[config.mk]
export PLATFORM = sky130hd
export DESIGN_NAME = wb_stage
export DESIGN_NICKNAME = d
export VERILOG_FILES = /design/src/rtl/wb_stage_pkg.sv /design/src/rtl/reg_mem_wb.sv /design/src/rtl/wb_stage.sv
export SDC_FILE = /design/constraint.sdc
export NUM_CORES = 1
export LEC_CHECK = 0
export ABC_AREA = 1
export BUFFER_PORTS_ARGS = -buffer_cell sky130_fd_sc_hd__buf_2
export CAP_MARGIN = 0
export CORE_MARGIN = 8
export CORE_UTILIZATION = 49
export CTS_BUF_LIST = sky130_fd_sc_hd__clkbuf_4 sky130_fd_sc_hd__clkbuf_8
export DETAILED_ROUTE_END_ITERATION = 10
export PLACE_DENSITY = 0.79
export SYNTH_ARGS = -nofsm -noshare
export SYNTH_HDL_FRONTEND = slang
export SYNTH_SLANG_ARGS = --single-unit
[constraint.sdc]
create_clock -name clk -period 1.6 [get_ports clk]
set_clock_uncertainty 0.15 [all_clocks]
set_input_delay 0.16 -clock clk [delete_from_list [all_inputs] [get_ports clk]]
set_output_delay 0.16 -clock clk [all_outputs]
set_load 0.05 [all_outputs]
[src/rtl/wb_stage_pkg.sv]
// Shared definitions for the write-back stage: default widths and the
// debug instruction-type codes carried alongside each pipeline slot.
package wb_stage_pkg;

    localparam int DEF_DW     = 32;
    localparam int DEF_RW     = 5;
    localparam int DEF_CNT_W  = 32;
    localparam int INS_TYPE_W = 4;
    localparam int INS_NUM_W  = 4;

    // A slot tagged INS_BUBBLE carries no instruction and is never counted.
    typedef enum logic [INS_TYPE_W-1:0] {
        INS_BUBBLE = 4'd0,
        INS_ALU    = 4'd1,
        INS_LW     = 4'd2,
        INS_SW     = 4'd3,
        INS_BRANCH = 4'd4,
        INS_JUMP   = 4'd5
    } ins_type_e;

    function automatic logic is_bubble(input logic [INS_TYPE_W-1:0] ins_type);
        return ins_type == INS_BUBBLE;
    endfunction

endpackage

[src/rtl/reg_mem_wb.sv]
// MEM/WB pipeline register.
// Ports:
//   clk, rst          pipeline clock, synchronous active-high reset
//   stall_i           hold current contents
//   flush_i           load a bubble (wins over stall)
//   *_i               MEM-slot fields captured on a normal cycle
//   *_o               registered WB-slot fields
module reg_mem_wb
    import wb_stage_pkg::*;
#(
    parameter int DW = DEF_DW,
    parameter int RW = DEF_RW
) (
    input  logic                  clk,
    input  logic                  rst,
    input  logic                  stall_i,
    input  logic                  flush_i,
    input  logic                  wreg_i,
    input  logic                  m2reg_i,
    input  logic [DW-1:0]         mdata_i,
    input  logic [DW-1:0]         aluR_i,
    input  logic [RW-1:0]         destR_i,
    input  logic [INS_TYPE_W-1:0] ins_type_i,
    input  logic [INS_NUM_W-1:0]  ins_number_i,
    output logic                  wreg_o,
    output logic                  m2reg_o,
    output logic [DW-1:0]         mdata_o,
    output logic [DW-1:0]         aluR_o,
    output logic [RW-1:0]         destR_o,
    output logic [INS_TYPE_W-1:0] ins_type_o,
    output logic [INS_NUM_W-1:0]  ins_number_o
);

    always_ff @(posedge clk) begin
        // A bubble is the same all-zero image as reset, so both share a branch.
        if (rst || flush_i) begin
            wreg_o       <= 1'b0;
            m2reg_o      <= 1'b0;
            mdata_o      <= '0;
            aluR_o       <= '0;
            destR_o      <= '0;
            ins_type_o   <= INS_BUBBLE;
            ins_number_o <= '0;
        end else if (!stall_i) begin
            wreg_o       <= wreg_i;
            m2reg_o      <= m2reg_i;
            mdata_o      <= mdata_i;
            aluR_o       <= aluR_i;
            destR_o      <= destR_i;
            ins_type_o   <= ins_type_i;
            ins_number_o <= ins_number_i;
        end
    end

endmodule

[src/rtl/wb_stage.sv]
// Write-back stage: MEM/WB register, load/ALU result select, r0 write
// suppression, one-entry bypass of the last committed write, and
// retired/load instruction counters.
// Ports:
//   clk, rst, stall, flush             clock, sync reset, hazard controls
//   mem_*, MEM_ins_*                   MEM-slot inputs
//   wb_wreg, wb_destR, wb_wdata        register-file write port
//   wb_last_valid/destR/data           bypass of previous cycle's write
//   WB_ins_type, WB_ins_number         debug tag in WB
//   retired_cnt, load_cnt              free-running wrap-around counters
module wb_stage
    import wb_stage_pkg::*;
#(
    parameter int DW    = DEF_DW,
    parameter int RW    = DEF_RW,
    parameter int CNT_W = DEF_CNT_W
) (
    input  logic                  clk,
    input  logic                  rst,
    input  logic                  stall,
    input  logic                  flush,
    input  logic                  mem_wreg,
    input  logic                  mem_m2reg,
    input  logic [DW-1:0]         mem_mdata,
    input  logic [DW-1:0]         mem_aluR,
    input  logic [RW-1:0]         mem_destR,
    input  logic [INS_TYPE_W-1:0] MEM_ins_type,
    input  logic [INS_NUM_W-1:0]  MEM_ins_number,
    output logic                  wb_wreg,
    output logic [RW-1:0]         wb_destR,
    output logic [DW-1:0]         wb_wdata,
    output logic                  wb_last_valid,
    output logic [RW-1:0]         wb_last_destR,
    output logic [DW-1:0]         wb_last_data,
    output logic [INS_TYPE_W-1:0] WB_ins_type,
    output logic [INS_NUM_W-1:0]  WB_ins_number,
    output logic [CNT_W-1:0]      retired_cnt,
    output logic [CNT_W-1:0]      load_cnt
);

    logic          wreg_q;
    logic          m2reg_q;
    logic [DW-1:0] mdata_q;
    logic [DW-1:0] aluR_q;

    logic             last_valid_q, last_valid_d;
    logic [RW-1:0]    last_destR_q, last_destR_d;
    logic [DW-1:0]    last_data_q,  last_data_d;
    logic [CNT_W-1:0] retired_q,    retired_d;
    logic [CNT_W-1:0] load_q,       load_d;

    reg_mem_wb #(.DW(DW), .RW(RW)) u_reg_mem_wb (
        .clk          (clk),
        .rst          (rst),
        .stall_i      (stall),
        .flush_i      (flush),
        .wreg_i       (mem_wreg),
        .m2reg_i      (mem_m2reg),
        .mdata_i      (mem_mdata),
        .aluR_i       (mem_aluR),
        .destR_i      (mem_destR),
        .ins_type_i   (MEM_ins_type),
        .ins_number_i (MEM_ins_number),
        .wreg_o       (wreg_q),
        .m2reg_o      (m2reg_q),
        .mdata_o      (mdata_q),
        .aluR_o       (aluR_q),
        .destR_o      (wb_destR),
        .ins_type_o   (WB_ins_type),
        .ins_number_o (WB_ins_number)
    );

    // r0 is hard-wired zero, so a write to it must never reach the file.
    assign wb_wreg  = wreg_q & (wb_destR != '0);
    assign wb_wdata = m2reg_q ? mdata_q : aluR_q;

    // Bypass and counters only advance on edges where the slot actually
    // moves; a stall (with or without flush) freezes them so a held
    // instruction is counted exactly once.
    always_comb begin
        last_valid_d = last_valid_q;
        last_destR_d = last_destR_q;
        last_data_d  = last_data_q;
        retired_d    = retired_q;
        load_d       = load_q;
        if (!stall) begin
            last_valid_d = wb_wreg;
            last_destR_d = wb_destR;
            last_data_d  = wb_wdata;
            if (!is_bubble(WB_ins_type)) begin
                retired_d = retired_q + CNT_W'(1);
                if (m2reg_q) begin
                    load_d = load_q + CNT_W'(1);
                end
            end
        end
    end

    always_ff @(posedge clk) begin
        if (rst) begin
            last_valid_q <= 1'b0;
            last_destR_q <= '0;
            last_data_q  <= '0;
            retired_q    <= '0;
            load_q       <= '0;
        end else begin
            last_valid_q <= last_valid_d;
            last_destR_q <= last_destR_d;
            last_data_q  <= last_data_d;
            retired_q    <= retired_d;
            load_q       <= load_d;
        end
    end

    assign wb_last_valid = last_valid_q;
    assign wb_last_destR = last_destR_q;
    assign wb_last_data  = last_data_q;
    assign retired_cnt   = retired_q;
    assign load_cnt      = load_q;

endmodule

==> impl_metrics.py, run 1 <==
metrics = {
    "outcome": {
        "status": "finished with violations",
        "violations": "setup timing",
    },
    "synth": {
        "yosysWarnings": 0,
        "synthArstFlopShare": 0,
        "post_synth_num_cell_types": 35,
        "synth_top_cell_by_area": "dfxtp_1",
        "synth_ff_type": "dfxtp_1",
        "synth_seq_area_share": 0.451,
        "synth.top_cells.by_area": "dfxtp_1 (45%), nand2_1 (16%), nor2_1 (8.6%)",
        "syn_inst": 1189,
        "netlist.area_leader.share": 0.451,
        "syn_area_um2": 8030,
        "synth_fp_nets": 1274,
        "ys_ff_latch": 181,
        "avgSynthCellArea_um2": 6.76,
        "synth-edff-count": 0,
    },
    "setup_path": {
        "cp.required_ps": 1290,
        "startpoint": "u_reg_mem_wb.m2reg_o$_SDFFE_PP0N_",
        "crit_chain": "inv_8, buf_16, nand2_2, o21ai_4, buf_6",
        "cp-start-kind": "flop",
        "worst_path_dominant_cell_family": "buffers and inverters",
        "timing.rr.start": "load_cnt[3]$_SDFFE_PP0P_",
        "crit_arrival_ps": 1440,
        "worst-setup-path-type": "flop to primary output",
        "endpoint_kind": "primary output",
        "ff2ff_path_depth": 9,
        "slowest_delay_ps": 390,
        "crit_path_top_delay_cell": "dfxtp_4",
        "path_buf_inv": 3,
        "crit_fanout": 8,
        "crit_cells": 5,
    },
    "timing": {
        "tightest_slew_ps": 556,
        "post-route-period-util": 1.09,
        "setup-violations-final": 43,
        "grt_setup_unrepaired": "yes",
        "post-route-min-period_ps": 1750,
        "max_freq_ghz": 0.572,
        "hold-worst-slack_ps": 26.3,
        "max_slew_margin": 0.629,
        "finalMaxSlewViolations": 0,
        "setup_ws_ps": -147,
        "hold_violations": 0,
    },
    "place": {
        "dp_hpwl_um": 16600,
        "pre_cts_slack_ps": -27.0,
        "portBuffers": 230,
        "routabilityCongestion": 0.854,
    },
    "drt": {
        "wirelength_um": 28000,
        "first_iter_violations": 689,
        "vias_per_cell": 5.12,
        "num_vias": 8973,
        "wl_per_cell_um": 16.0,
        "drc": 0,
        "firstDrtPassIters": 6,
        "ant_nets": 0,
    },
    "die": {
        "die_h_um": 144,
        "core_um2": 16300,
        "dieArea_um2": 20700,
        "die-width_um": 144,
        "core.rowCount": 47,
        "ios": 231,
        "initial_core_util": 0.493,
    },
    "global_route": {
        "first_global_vias": 8481,
        "grt_first_pass_wirelength_um": 42400,
        "grt_use_total": 0.259,
        "grt_max_degree": 131,
        "antenna_found_initial": 3,
        "grt_overflow_total": 0,
    },
    "layout": {
        "nNetsFinal": 1601,
        "post-route-util": 0.732,
        "drive_gt1_frac": 0.316,
        "multi_input_area_um2": 4100,
        "fillers": 1197,
        "seq_area_um2": 3730,
        "area_delta_synth_final_pct": 48.5,
    },
    "min_path": {
        "whs_path_depth": 5,
        "hold_path_class": "input pin to flop",
        "hold_path.startpoint": "flush",
    },
    "clocking": {
        "cts_tree": "done",
        "cts.sinks": 181,
        "clkSlewWorstSetupHoldPaths_ps": 90,
        "worstSkewPairLatency_ps": 450,
        "cts_buffer_depth": 2,
        "cts_root_buf": "clkbuf_8",
        "htreeDepth": 4,
        "cts_inserted_buffers": 17,
    },
    "pwr": {
        "peakVddDrop_uv": 556,
        "powerDensity_nw_per_um2": 814,
        "p_leak_nw": 5.42,
    },
    "run": {
        "maxCapViolCount": 0,
    },
}
-- layout make-up --
type / count / area share
diodes: 3 / 0.000630
clock buffers: 22 / 0.0249
clock inverters: 10 / 0.0140
inverters: 130 / 0.0419
multi-input cells: 824 / 0.344
flip-flops and latches: 181 / 0.313
well taps: 220 / 0.0231
repair buffers: 362 / 0.239
-- what timing repair did --
| action | 4_1_cts | 5_1_grt |
|---|---|---|
| setup endpoints to repair | 38 | 77 |
| endpoints found under the hold margin | 79 | 0 |
| setup buffers | 9 | 9 |
| cloned | 3 | 2 |
| resized for setup | 137 | 64 |
| pin swaps | 14 | 19 |
| hold buffers | 85 | 0 |
-- worst min-delay path, stage by stage --
cell and delay (ps):
buf_2 80, nor2_1 40, buf_4 170, o21ai_0 90, a21oi_1 40
-- where the power goes --
group	total [mW]	internal [mW]	switching, mW
clock	3.56	1.90	1.66
combinational	1.47	0.550	0.917
sequential	4.68	4.61	0.0735
total	9.71	7.06	2.65
-- sequential cells by signal, indices dropped and copies added (netlist names) --
signal and count:
u_reg_mem_wb.aluR_o 32, wb_last_data 32, u_reg_mem_wb.destR_o 5, load_cnt 32, u_reg_mem_wb.ins_number_o 4, u_reg_mem_wb.ins_type_o 4
retired_cnt 32, wb_last_destR 5, wb_last_valid 1, u_reg_mem_wb.mdata_o 32, u_reg_mem_wb.wreg_o 1, u_reg_mem_wb.m2reg_o 1
-- metrics by stage --
step                      area [um^2]  setup TNS, ps  cells  total power, mW
after global placement           9670              0   1609             5.87
after floorplan                  8220          -1600   1189             5.53
final                           11900          -3560   1752             9.71
after detailed placement         9670          -48.0   1609             5.88
after global routing            11900          -7690   1752             10.1
after CTS                       11600          -4190   1738             9.71
-- path summary, 6_finish.rpt --
kind                                                         endpoint  slack [ps]
worst max register to register              load_cnt[21]$_SDFFE_PP0P_         -40
worst min-delay path            u_reg_mem_wb.mdata_o[18]$_SDFFE_PP0N_          30
worst max-delay path                                     wb_wdata[22]        -150
worst min register to register  u_reg_mem_wb.mdata_o[26]$_SDFFE_PP0N_         320
-- cells in the mapped netlist, types with 2 or more instances --
cell and number:
buf_2 15, xnor2_1 3, nand4_1 10, a21oi_1 103, clkbuf_1 27, nand3_1 41
o21bai_1 3, inv_1 126, buf_1 9, xor2_1 9, inv_2 4, nor2_2 6
nand2_2 7, dfxtp_1 181, ha_1 2, o21ai_0 85, nor2_4 6, buf_6 2
a31oi_1 3, nor3_1 11, nand2_1 333, nor3b_1 3, nand3b_1 5, nor2_1 184
-- cell families after synthesis --
kind of cell / synth area share
AO/OA/AOI/OAI: 0.127
XOR/XNOR: 0.0131
adder cells (fa/ha/maj): 0.00311
buffers and inverters: 0.0907
flip-flops: 0.451
AND/OR/NAND/NOR: 0.315
-- layout by cell type (no fill, tap or decap), drive strengths merged --
cell type,netlist,routed
o21ai,86,86
a31oi,3,3
bufinv,0,4
nor3b,3,3
nand4,10,10
xnor2,3,3
nor2,196,196
nor3,12,12
a21oi,104,104
clkbuf,27,24
clkinv,0,4
diode,0,3
a211oi,1,1
o21a,1,1
ha,2,2
buf,27,275
dlygate4sd3,0,85
nand3b,5,5
and2,1,1
nand2,340,340
xor2,9,9
dfxtp,181,181
nand3,43,43
and3,1,1
o21bai,4,4
inv,130,132
-- routing by layer --
layer	vias to the layer above	wire length (um)	track usage	part of all wire
met4	0	1230	0.155	0.044
met3	96	2140	0.0621	0.076
met2	395	13800	0.437	0.49
met1	4096	10800	0.293	0.39
li1	4386	-	-	-
met5	-	0	0	0
No activity file was read; power rests on OpenSTA's default activity.
==> run 2, diff against run 1 <==
--- a/config.mk
+++ b/config.mk
@@ -6,13 +6,14 @@
 export NUM_CORES = 1
 export LEC_CHECK = 0
 export ABC_AREA = 1
-export BUFFER_PORTS_ARGS = -buffer_cell sky130_fd_sc_hd__buf_2
+export BUFFER_PORTS_ARGS = -buffer_cell sky130_fd_sc_hd__buf_4
 export CAP_MARGIN = 0
 export CORE_MARGIN = 8
 export CORE_UTILIZATION = 49
 export CTS_BUF_LIST = sky130_fd_sc_hd__clkbuf_4 sky130_fd_sc_hd__clkbuf_8
 export DETAILED_ROUTE_END_ITERATION = 10
 export PLACE_DENSITY = 0.79
+export REMOVE_ABC_BUFFERS = 1
 export SYNTH_ARGS = -nofsm -noshare
 export SYNTH_HDL_FRONTEND = slang
 export SYNTH_SLANG_ARGS = --single-unit
==> run 2 against run 1 <==
Net effect: the flow still finishes with violations (setup timing); hold slack better by 86 ps; setup slack worse by 110 ps; final area up 5.7%; critical path type unchanged.
==> impl_metrics.py, run 2 (synthesized netlist as in run 1, its figures left out) <==
metrics = {
    "outcome": {
        "status": "finished with violations",
        "violations": "setup timing",
    },
    "drt": {
        "vias_per_cell": 5.43,
        "drc": 0,
        "wirelength_um": 32100,
        "firstDrtPassIters": 6,
        "wl_per_cell_um": 17.9,
        "num_vias": 9741,
        "ant_nets": 0,
        "first_iter_violations": 807,
    },
    "global_route": {
        "grt.busiest_layer": "met2",
        "grt_overflow_total": 0,
        "use_met2": 0.466,
        "grt_max_degree": 131,
        "antenna_found_initial": 1,
        "met1_usage": 0.319,
        "grt_use_total": 0.278,
        "grt_first_pass_wirelength_um": 46100,
        "first_global_vias": 9306,
        "grt_use_met3": 0.0901,
    },
    "setup_path": {
        "crit_path_top_delay_cell": "dfxtp_4",
        "crit_chain": "buf_4, clkbuf_16, nand2_1, nand2_2, buf_8",
        "worst-setup-path-type": "flop to primary output",
        "endpoint_kind": "primary output",
        "reg2reg_slack_ps": -50,
        "cp-start-kind": "flop",
        "cp.required_ps": 1290,
        "crit_arrival_ps": 1550,
        "slowest_delay_ps": 410,
        "crit_fanout": 10,
    },
    "timing": {
        "setup_ws_ps": -261,
        "grt_setup_unrepaired": "yes",
        "tightest_slew_ps": 549,
        "post-route-period-util": 1.16,
        "finalMaxSlewViolations": 0,
        "max_freq_ghz": 0.537,
        "max_slew_margin": 0.634,
        "setup-violations-final": 38,
        "hold_violations": 0,
        "post-route-min-period_ps": 1860,
    },
    "layout": {
        "drive_gt1_frac": 0.322,
        "nNetsFinal": 1644,
        "final_cell_mix": "nand2_1 (294), buf_4 (268), nor2_1 (168), dfxtp_1 (150), inv_1 (119)",
        "post-route-util": 0.774,
        "area_delta_synth_final_pct": 56.9,
        "fin_area_um2": 12600,
        "layout_commonest_cell": "nand2_1",
    },
    "clocking": {
        "worstSkewPairLatency_ps": 470,
        "cts_tree": "done",
        "clkSlewWorstSetupHoldPaths_ps": 90,
        "cts_root_buf": "clkbuf_8",
        "cts.sinks": 181,
        "htreeDepth": 4,
        "cts_inserted_buffers": 17,
        "cts_buffer_depth": 2,
    },
    "min_path": {
        "hold_path_class": "input pin to flop",
    },
    "die": {
        "dieArea_um2": 20700,
        "initial_core_util": 0.493,
        "ios": 231,
        "core.rowCount": 47,
        "die_h_um": 144,
        "die-width_um": 144,
        "core_um2": 16300,
    },
    "pwr": {
        "finalPower_mw": 9.46,
        "p_leak_nw": 5.68,
        "peakVddDrop_uv": 613,
        "powerDensity_nw_per_um2": 751,
    },
    "place": {
        "placed_area_um2": 10400,
        "pre_cts_slack_ps": -81.9,
        "portBuffers": 230,
        "routabilityCongestion": 0.947,
        "dp_hpwl_um": 17900,
    },
    "run": {
        "maxCapViolCount": 0,
    },
}
-- run 2: changes by cell type in the layout (fill, tap and decap cells not counted), moves of 9 or more --
cell / delta
dfxtp_4: -11
dfxtp_2: -15
buf_2: -195
dfxtp_1: +26
buf_4: +233
buf_6: +9
-- run 2: report_power, final --
part	internal, mW	switching [mW]	total, mW	leakage [nW]
sequential	4.62	0.0848	4.71	1.49
combinational	0.647	0.969	1.62	4.00
clock	1.27	1.86	3.14	0.189
-- run 2: per-stage QoR --
step                      hold WS [ps]  cells  TNS [ps]
final                              112   1793     -6340
after floorplan                   79.1   1135    -88230
after global routing               141   1793     -9780
after detailed placement           265   1663      -486
after CTS                         56.9   1783     -6390
after global placement             261   1663     -69.7
-- run 2: final timing paths --
check	start	end	cells after the start
worst max-delay path	u_reg_mem_wb.m2reg_o$_SDFFE_PP0N_	wb_wdata[5]	5
worst min-delay path	stall	u_reg_mem_wb.mdata_o[12]$_SDFFE_PP0N_	4
worst max register to register	u_reg_mem_wb.m2reg_o$_SDFFE_PP0N_	load_cnt[24]$_SDFFE_PP0P_	8
worst min register to register	u_reg_mem_wb.aluR_o[22]$_SDFFE_PP0N_	u_reg_mem_wb.aluR_o[22]$_SDFFE_PP0N_	2
-- run 2: timing repair --
action                                  in CTS  in global routing
hold endpoints to repair                    81                  0
pin swaps                                    8                 37
resized for setup                           98                155
endpoints found under the setup margin      55                 83
buffers inserted                             5                  6
hold buffers                                81                  0
gates cloned                                 2                  4
-- run 2: area by class of cell --
| cell class | count | area (um^2) |
|---|---|---|
| sequential | 181 | 3670 |
| clock inverter | 15 | 145 |
| fill | 1008 | 3690 |
| timing repair buffer | 404 | 3660 |
| antenna | 1 | 2.50 |
| multi-input combinational | 825 | 4110 |
| inverter | 130 | 504 |
| tap | 220 | 275 |
| clock buffer | 17 | 234 |
-- run 2: worst max-delay path, delay by kind of cell, from the launching register on --
family	cells	cell delay (ps)
flip-flops	1	410
AND/OR/NAND/NOR	2	220
buffers and inverters	3	450
-- run 2: per-layer routing --
metal	wire length [um]	share of wire	up-vias
met5	0	0	-
met4	1440	0.045	0
met3	3670	0.11	136
met2	15400	0.48	614
met1	11600	0.36	4519
li1	-	-	4472
